<file path="src/rtl/audio_pkg.sv">
`default_nettype none
// ==== audio_pkg : widths, FSM encoding and sample helpers for the audio path ==== Rev 1.0
package audio_pkg;

  localparam int SAMPLE_W     = 16;
  localparam int CORE_AUDIO_W = 9;

  typedef enum logic [2:0] {
    ST_IDLE   = 3'd0,
    ST_CAPT   = 3'd1,
    ST_FILT_L = 3'd2,
    ST_FILT_R = 3'd3,
    ST_OUT    = 3'd4
  } dcb_state_t;

  // Overflow of a 17-bit signed value shows as its two top bits disagreeing.
  function automatic logic [SAMPLE_W-1:0] sat16(input logic [SAMPLE_W:0] v);
    if (v[SAMPLE_W] != v[SAMPLE_W-1])
      return v[SAMPLE_W] ? 16'h8000 : 16'h7FFF;
    return v[SAMPLE_W-1:0];
  endfunction

  function automatic logic [SAMPLE_W-1:0] u9_to_s16(input logic [CORE_AUDIO_W-1:0] u);
    return {u, 7'd0} ^ 16'h8000;
  endfunction

endpackage
`default_nettype wire

</file>
<file path="src/rtl/audio_tick_gen.sv">
`default_nettype none
// ==== audio_tick_gen : divide-by-DIV counter giving a one-cycle tick ==== Rev 1.0
module audio_tick_gen #(
  parameter int DIV = 500
) (
  input  logic clk,
  input  logic reset_n,
  output logic tick
);

  localparam int            CW   = (DIV > 1) ? $clog2(DIV) : 1;
  localparam logic [CW-1:0] LAST = CW'(DIV - 1);

  logic [CW-1:0] cnt;

  always_ff @(posedge clk) begin
    if (!reset_n)
      cnt <= '0;
    else if (cnt == LAST)
      cnt <= '0;
    else
      cnt <= cnt + CW'(1);
  end

  assign tick = (cnt == LAST);

endmodule
`default_nettype wire

</file>
<file path="src/rtl/audio_dc_blocker.sv">
`default_nettype none
// ==== audio_dc_blocker : 9-bit unsigned to 16-bit signed with time-shared DC-removal filter ====
// ==== Optional tape mix via AUDIO_EAR_MIX_EN ==== Rev 1.0
module audio_dc_blocker
  import audio_pkg::*;
#(
  parameter int CLKMHZ     = 24,
  parameter int SAMPLE_KHZ = 48,
  parameter int K          = 10
) (
  input  logic                    clk,
  input  logic                    reset_n,
`ifdef AUDIO_EAR_MIX_EN
  input  logic                    ear,
`endif
  input  logic [CORE_AUDIO_W-1:0] audio_in_l,
  input  logic [CORE_AUDIO_W-1:0] audio_in_r,
  output logic [SAMPLE_W-1:0]     audio_out_l,
  output logic [SAMPLE_W-1:0]     audio_out_r,
  output logic                    sample_stb
);

  localparam int DIV   = CLKMHZ * 1000 / SAMPLE_KHZ;
  localparam int ACC_W = SAMPLE_W + K;

  dcb_state_t state, state_nxt;
  logic       tick;

  logic [CORE_AUDIO_W-1:0] in_l_q, in_r_q, in_sel;
`ifdef AUDIO_EAR_MIX_EN
  logic                    ear_q;
`endif
  logic signed [ACC_W-1:0] acc_l, acc_r, diff_ext;
  logic [SAMPLE_W-1:0]     hold_l, hold_r;
  logic [SAMPLE_W-1:0]     x_conv, x, dc, y;
  logic [SAMPLE_W:0]       diff;

  audio_tick_gen #(.DIV(DIV)) u_tick (
    .clk     (clk),
    .reset_n (reset_n),
    .tick    (tick)
  );

  always_ff @(posedge clk) begin
    if (!reset_n)
      state <= ST_IDLE;
    else
      state <= state_nxt;
  end

  // Ticks arriving outside IDLE are dropped rather than queued.
  always_comb begin
    state_nxt = state;
    case (state)
      ST_IDLE:   if (tick) state_nxt = ST_CAPT;
      ST_CAPT:   state_nxt = ST_FILT_L;
      ST_FILT_L: state_nxt = ST_FILT_R;
      ST_FILT_R: state_nxt = ST_OUT;
      ST_OUT:    state_nxt = ST_IDLE;
      default:   state_nxt = ST_IDLE;
    endcase
  end

  always_comb begin
    sample_stb = (state == ST_OUT);
  end

  // One subtract/saturate path: left channel in CAPT, right channel in FILT_L.
  always_comb begin
    in_sel = (state == ST_FILT_L) ? in_r_q : in_l_q;
    dc     = (state == ST_FILT_L) ? acc_r[ACC_W-1:K] : acc_l[ACC_W-1:K];
  end

  assign x_conv = u9_to_s16(in_sel);
`ifdef AUDIO_EAR_MIX_EN
  assign x = sat16({x_conv[SAMPLE_W-1], x_conv} + (ear_q ? 17'h00800 : 17'h1F800));
`else
  assign x = x_conv;
`endif
  assign diff     = {x[SAMPLE_W-1], x} - {dc[SAMPLE_W-1], dc};
  assign diff_ext = ACC_W'($signed(diff));
  assign y        = sat16(diff);

  always_ff @(posedge clk) begin
    if (!reset_n) begin
      in_l_q      <= '0;
      in_r_q      <= '0;
`ifdef AUDIO_EAR_MIX_EN
      ear_q       <= 1'b0;
`endif
      acc_l       <= '0;
      acc_r       <= '0;
      hold_l      <= '0;
      hold_r      <= '0;
      audio_out_l <= '0;
      audio_out_r <= '0;
    end else begin
      case (state)
        ST_IDLE: begin
          if (tick) begin
            in_l_q <= audio_in_l;
            in_r_q <= audio_in_r;
`ifdef AUDIO_EAR_MIX_EN
            ear_q  <= ear;
`endif
          end
        end
        ST_CAPT: begin
          hold_l <= y;
          acc_l  <= acc_l + diff_ext;
        end
        ST_FILT_L: begin
          hold_r <= y;
          acc_r  <= acc_r + diff_ext;
        end
        ST_FILT_R: begin
          audio_out_l <= hold_l;
          audio_out_r <= hold_r;
        end
        default: ;
      endcase
    end
  end

endmodule
`default_nettype wire

</file>
<file path="config.mk">
export PLATFORM = sky130hd
export DESIGN_NAME = audio_dc_blocker
export DESIGN_NICKNAME = d
export VERILOG_FILES = /design/src/rtl/audio_pkg.sv /design/src/rtl/audio_tick_gen.sv /design/src/rtl/audio_dc_blocker.sv
export SDC_FILE = /design/constraint.sdc
export NUM_CORES = 1
export LEC_CHECK = 0
export CAP_MARGIN = 20
export CORE_MARGIN = 2
export CORE_UTILIZATION = 65
export CTS_CLUSTER_DIAMETER = 100
export DETAILED_ROUTE_END_ITERATION = 10
export PLACE_DENSITY_LB_ADDON = 0.3
export SLEW_MARGIN = 20
export SYNTH_ARGS = -nofsm -noshare
export SYNTH_HDL_FRONTEND = slang
export SYNTH_SLANG_ARGS = --single-unit
</file>
<file path="constraint.sdc">
create_clock -name clk -period 8.9 [get_ports clk]
set_clock_uncertainty 0.2 [all_clocks]
set_input_delay 1.78 -clock clk [delete_from_list [all_inputs] [get_ports clk]]
set_output_delay 1.78 -clock clk [all_outputs]
set_load 0.01 [all_outputs]
</file>
== Word-level counts from Yosys, hierarchy flattened ==
Index checks and enable logic that the tools add are counted.

* Add/sub/neg operators: 4
* Equal/unequal tests: 7
* Muxes and demuxes: 8
* Bitwise gates (word level): 2
* Reductions and logical operators: 3

{| class="wikitable"
|+ Operators by type and width
! cell !! count
|-
| $mux 16 || 4
|-
| $add 26x17->26 || 2
|-
| $sub 16x16->17 || 1
|-
| $pmux 3 s4 || 1
|-
| $add 9x1->9 const B || 1
|-
| $eq 9x9->1 const B || 1
|-
| $mux 9 || 1
|-
| $eq 3x2->1 const B || 2
|-
| $eq 3x1->1 const B || 1
|-
| $eq 3x3->1 const B || 1
|-
| $logic_not 3->1 || 1
|-
| $mux 3 || 1
|-
| $ne 2x2->1 const B || 1
|-
| $not 1->1 || 2
|-
| $reduce_and 2->1 || 1
|-
| $reduce_or 2->1 || 1
|-
| $mux 1 || 1
|-
| $ne 1x1->1 || 1
|}

* Register bits after elaboration: 146
* Input port bits: 20
* Output and inout bits: 33
* Word-level logic and storage cells: 34

== Depth between registers and ports, before layout ==
* Word-level depth: 7
* Depth in mapped cells: 25
* Mapped depth without buffers: 22

== Hierarchy ==
Synthesis repeated with hierarchy kept, for this count alone.

* Cell total of the unflattened synthesis: 1,135
* Area, all modules: 8,896.0 um2

{| class="wikitable"
|+ Modules (own cells, without submodules)
! module !! times used !! cells each !! area each (um2) !! seq. area each (um2)
|-
| audio_dc_blocker || 1 || 1,090 || 8,470.6 || 2,742.6
|-
| audio_tick_gen || 1 || 45 || 425.4 || 180.2
|}

== Least setup slack after synthesis ==
No wires, ideal clock.

* Path type: flip-flop to flip-flop
* From: register state[2]
* To: register acc_r[25]
* Setup time: 0.070 ns
* Arrival time: 5.498 ns
* Required time: 8.630 ns
* Slack: 3.131 ns
* Stages on the path, launching flop included: 26
* Buffers on the path: 4
* Clock period less this slack: 5.769 ns
* Path through: dfxtp_1 -> buf_2 -> nor3b_2 -> clkbuf_1 -> clkbuf_1 -> clkbuf_1 -> nand2_1 -> nand2_1 -> ha_1 -> a21o_1 -> a21oi_1 -> o21ai_0 -> nand3b_2 -> a311oi_4 -> a21oi_4 -> inv_1 -> ha_1 -> a21o_1 -> a21oi_1 -> a31o_2 -> a41oi_1 -> a41o_1 -> o41ai_1 -> xnor2_1 -> or3_1 -> a21oi_1

* Word-level cells in the longest chain between the ends: 5
* Elaborated cells between the ends (all ways): 6
* Those cells by class: add/sub: 2; eq/ne: 1; mux: 2; bitwise: 1

{| class="wikitable"
|+ RTL lines
! element !! RTL line !! RTL
|-
| from (decl) || audio_dc_blocker.sv:26 || <nowiki>dcb_state_t state, state_nxt;</nowiki>
|-
| from (signal assigned) || audio_dc_blocker.sv:48 || <nowiki>state <= state_nxt;</nowiki>
|-
| $eq 3x2->1 (*) || audio_dc_blocker.sv:70, audio_dc_blocker.sv:71, audio_dc_blocker.sv:98 ||
|-
| $mux 9 || audio_dc_blocker.sv:70 || <nowiki>in_sel = (state == ST_FILT_L) ? in_r_q : in_l_q;</nowiki>
|-
| $not 1->1 (no source line) || n/a ||
|-
| $sub 16x16->17 || audio_dc_blocker.sv:80 || <nowiki>assign diff = {x[SAMPLE_W-1], x} - {dc[SAMPLE_W-1], dc};</nowiki>
|-
| $add 26x17->26 || audio_dc_blocker.sv:114 || <nowiki>acc_r <= acc_r + diff_ext;</nowiki>
|-
| to (signal assigned) || audio_dc_blocker.sv:114 ||
|-
| to (decl) || audio_dc_blocker.sv:33 || <nowiki>logic signed [ACC_W-1:0] acc_l, acc_r, diff_ext;</nowiki>
|}

Mark *: on every way between the ends. The rest lies on a longest branch, timed or not.
A chain may end at the register's enable or synchronous reset.

== Worst setup path after layout ==
* From: register state[2]
* To: register acc_l[25]

* Word-level cells in the longest chain between the ends: 5
* Elaborated cells between the ends (all ways): 7
* Those cells by class: add/sub: 2; eq/ne: 2; mux: 2; bitwise: 1

{| class="wikitable"
|+ RTL lines
! element !! RTL line !! RTL
|-
| $eq 3x2->1 || audio_dc_blocker.sv:70, audio_dc_blocker.sv:71 ||
|-
| $mux 9 || audio_dc_blocker.sv:70 ||
|-
| $not 1->1 (no source line) || n/a ||
|-
| $sub 16x16->17 || audio_dc_blocker.sv:80 ||
|-
| $add 26x17->26 || audio_dc_blocker.sv:110 || <nowiki>acc_l <= acc_l + diff_ext;</nowiki>
|-
| to (signal assigned) || audio_dc_blocker.sv:110 ||
|-
| to (decl) || audio_dc_blocker.sv:33 ||
|}

Parallel ways exist; a longest one is shown, timed or not.

==> reports/qor.yml <==
clock_path_buffers: 2
avgSynthCellArea_um2: 8.13
synth_top_area_share: 0.347
fin_crit_ns: 6.76
p_clk_frac: 0.505
wl_per_cell_um: 17.5
synthCells: 1035
cts_resized: 0
grt_max_degree: 64
synthAdderAreaFrac: 0.0984
grtUsageTotal: 0.317
end_kind: "register"
p_seq_frac: 0.477
slew_violations: 0
root_buffer: "clkbuf_16"
power_frac_comb: 0.018
antenna_found_initial: 0
clkSinkCount: 146
p_sw_frac: 0.229
die-area_um2: 13900
setup_violations: 0
overflow: 0
clk_pin_slew_ns: 0.06
synth_edf_count: 0
cp.required_ns: 9.06
totalWireLength_um: 22000
cellLeakagePower_nw: 3.95
layout-drive-gt1-share: 0.0655
slew_headroom: 0.332
hold_violations: 0
p_sw_w: 0.000315
async_reset_ff_frac: 0
drc: 0
worstMarginPinSlew_ns: 1.00
rsz0062_at_grt: "false"
clk_latency_ns: 0.43
ir_drop_v: 0.000115
core_area_um2: 12600
design_area_um2: 9630
cts_inserted_buffers: 17
period_share: 0.760
yosys_register_bits: 146
synth_simple_gate_area_frac: 0.214
synth_compound_area_frac: 0.233
hold_path.class: "register to register"
ys_types: 70
post_dp_cell_area_um2: 9040
fin_nets: 1157
synth_common_cells: "nand2_1 (233), dfxtp_1 (146), a21oi_1 (138)"
area_growth_pct: 14.4
syn_area_um2: 8410
cts_hold_buf: 0
io_pins: 53
fmax_mhz: 148
ant_nets: 0
dieHeight_um: 118
grt_pass1_vias: 7352
antenna_cells: 0
final_core_util: 0.763
cts_tree: "built"
grt_pass1_wl_um: 35900
place_congestion: 0.955
syn_nets: 1120
p_per_area_nw_per_um2: 143
yosys_warnings: 0
synth_top_family_by_area: "compound AO/OA/AOI/OAI gates"
port_buffers: 52
firstDrtPassIters: 7
post_cts_buffers: 0
cts_max_level: 4
status: "finished, final reports clean"
crit_type: "register to register"
rows: 41
dp_hpwl_um: 15200
fin_setup_tns_ns: 0
synthTopCellsByArea: "dfxtp_1 (35%), nand2_1 (10%), ha_1 (9.4%)"
crit_fanout: 38
vias_per_cell: 6.28
yosysTopAreaCell: "dfxtp_1"
drt_iter0_drc: 1012
maxCapViolations: 0
synth.most_common_cell: "nand2_1"
die_w_um: 118
worstPathArrival_ns: 6.92
ys.flop_type: "dfxtp_1"
p_int_w: 0.00106
start_kind: "register"
synthMuxAreaShare: 0.0202
start_util: 0.667
synth.yosys.seq_area_share: 0.347
vias: 7882
n_fill_cell: 933
synth-xor-area-share: 0.0572
==> metal layers <==
layer / global-route usage / up-vias / share of wire
met5: 0 / - / 0
met4: 0.131 / 0 / 0.033
met3: 0.0809 / 61 / 0.076
met2: 0.517 / 309 / 0.47
met1: 0.399 / 3725 / 0.42
li1: - / 3787 / -
==> cell families (layout without fill, tap and decap cells) <==
logic type | Yosys count | after routing
fa+ha+maj | 65 | 65
buf+inv | 60 | 109
compound gates | 297 | 297
mux | 17 | 17
flops | 146 | 146
xor+xnor | 55 | 55
simple gates | 395 | 395
==> power groups by stage <==
| stage | registers (W) | logic (W) | clock network [W] |
|---|---|---|---|
| finish | 0.000655 | 0.0000250 | 0.000693 |
| global route | 0.000655 | 0.0000267 | 0.000723 |
| global placement | 0.000670 | 0.0000241 | 0 |
| floorplan | 0.000670 | 0.0000112 | 0 |
| CTS | 0.000655 | 0.0000246 | 0.000695 |
| detailed placement | 0.000670 | 0.0000243 | 0 |
==> flip-flops by register name, indices dropped and copies added, names as in the netlist, 16 cells and up <==
signal	count
hold_r	16
hold_l	16
audio_out_r	16
acc_l	26
acc_r	26
audio_out_l	16
==> per-stage QoR <==
stage / hold WS, ns / cells / power (W) / worst slack, ns
final: 0.251 / 1256 / 0.00137 / 2.14
after global routing: 0.270 / 1256 / 0.00140 / 1.65
after CTS: 0.254 / 1255 / 0.00138 / 2.19
after detailed placement: 0.234 / 1224 / 0.000694 / 2.25
after global placement: 0.228 / 1224 / 0.000694 / 2.43
after floorplan: 0.213 / 1035 / 0.000681 / 3.13
==> worst max-delay path: stages, from the launching register on <==
cell and delay [ns]:
dfxtp_1 0.58, or3b_2 0.86, buf_4 0.40, nand2_1 0.10
nand2_1 0.15, inv_1 0.06, ha_1 0.23, nand2_1 0.16
nor4_2 0.08, o2111ai_1 0.26, nand3b_2 0.14, a311oi_4 0.37
a21oi_4 0.12, inv_1 0.55, ha_1 0.42, nand3_1 0.16
nor2_1 0.08, and3_1 0.17, a2111oi_0 0.62, or3_1 0.20
nand3_1 0.08, a21oi_1 0.21, mux2i_1 0.25, mux2i_1 0.20
==> final timing paths <==
path / start / endpoint / slack (ns) / cells past startpoint
worst max-delay path: state[2]$_SDFFE_PN0P_ / acc_l[25]$_SDFFE_PN0N_ / 2.14 / 23
worst min register to register: hold_r[2]$_SDFFE_PN0N_ / audio_out_r[2]$_SDFFE_PN0P_ / 0.25 / 2
worst max register to register: state[2]$_SDFFE_PN0P_ / acc_l[25]$_SDFFE_PN0N_ / 2.14 / 23
worst min-delay path: hold_r[2]$_SDFFE_PN0N_ / audio_out_r[2]$_SDFFE_PN0P_ / 0.25 / 2
==> area by class of cell <==
class	instances	area, um2	area share
clock buffer	18	439	0.0456
inverter	15	56.3	0.00585
timing repair buffer	63	611	0.0634
multi-input combinational	829	5260	0.546
clock inverter	13	129	0.0134
tap	172	215	0.0224
sequential	146	2920	0.304
==> placed cells by master (no fill, tap or decap), types with 8 or more instances in the layout <==
| cell type | instances |
|---|---|
| clkbuf_16 | 17 |
| and3_1 | 10 |
| o21bai_1 | 8 |
| a21oi_1 | 138 |
| a221o_1 | 30 |
| o21ai_0 | 33 |
| nand3_1 | 21 |
| a211oi_1 | 12 |
| buf_4 | 10 |
| nand2_1 | 233 |
| ha_1 | 63 |
| nor3_1 | 17 |
| inv_1 | 14 |
| o21a_1 | 10 |
| mux2i_1 | 17 |
| xnor2_1 | 35 |
| xor2_1 | 20 |
| clkdlybuf4s50_1 | 52 |
| a21o_1 | 20 |
| dfxtp_1 | 146 |
| nor2_1 | 50 |
No activity file was read; power rests on OpenSTA's default activity.
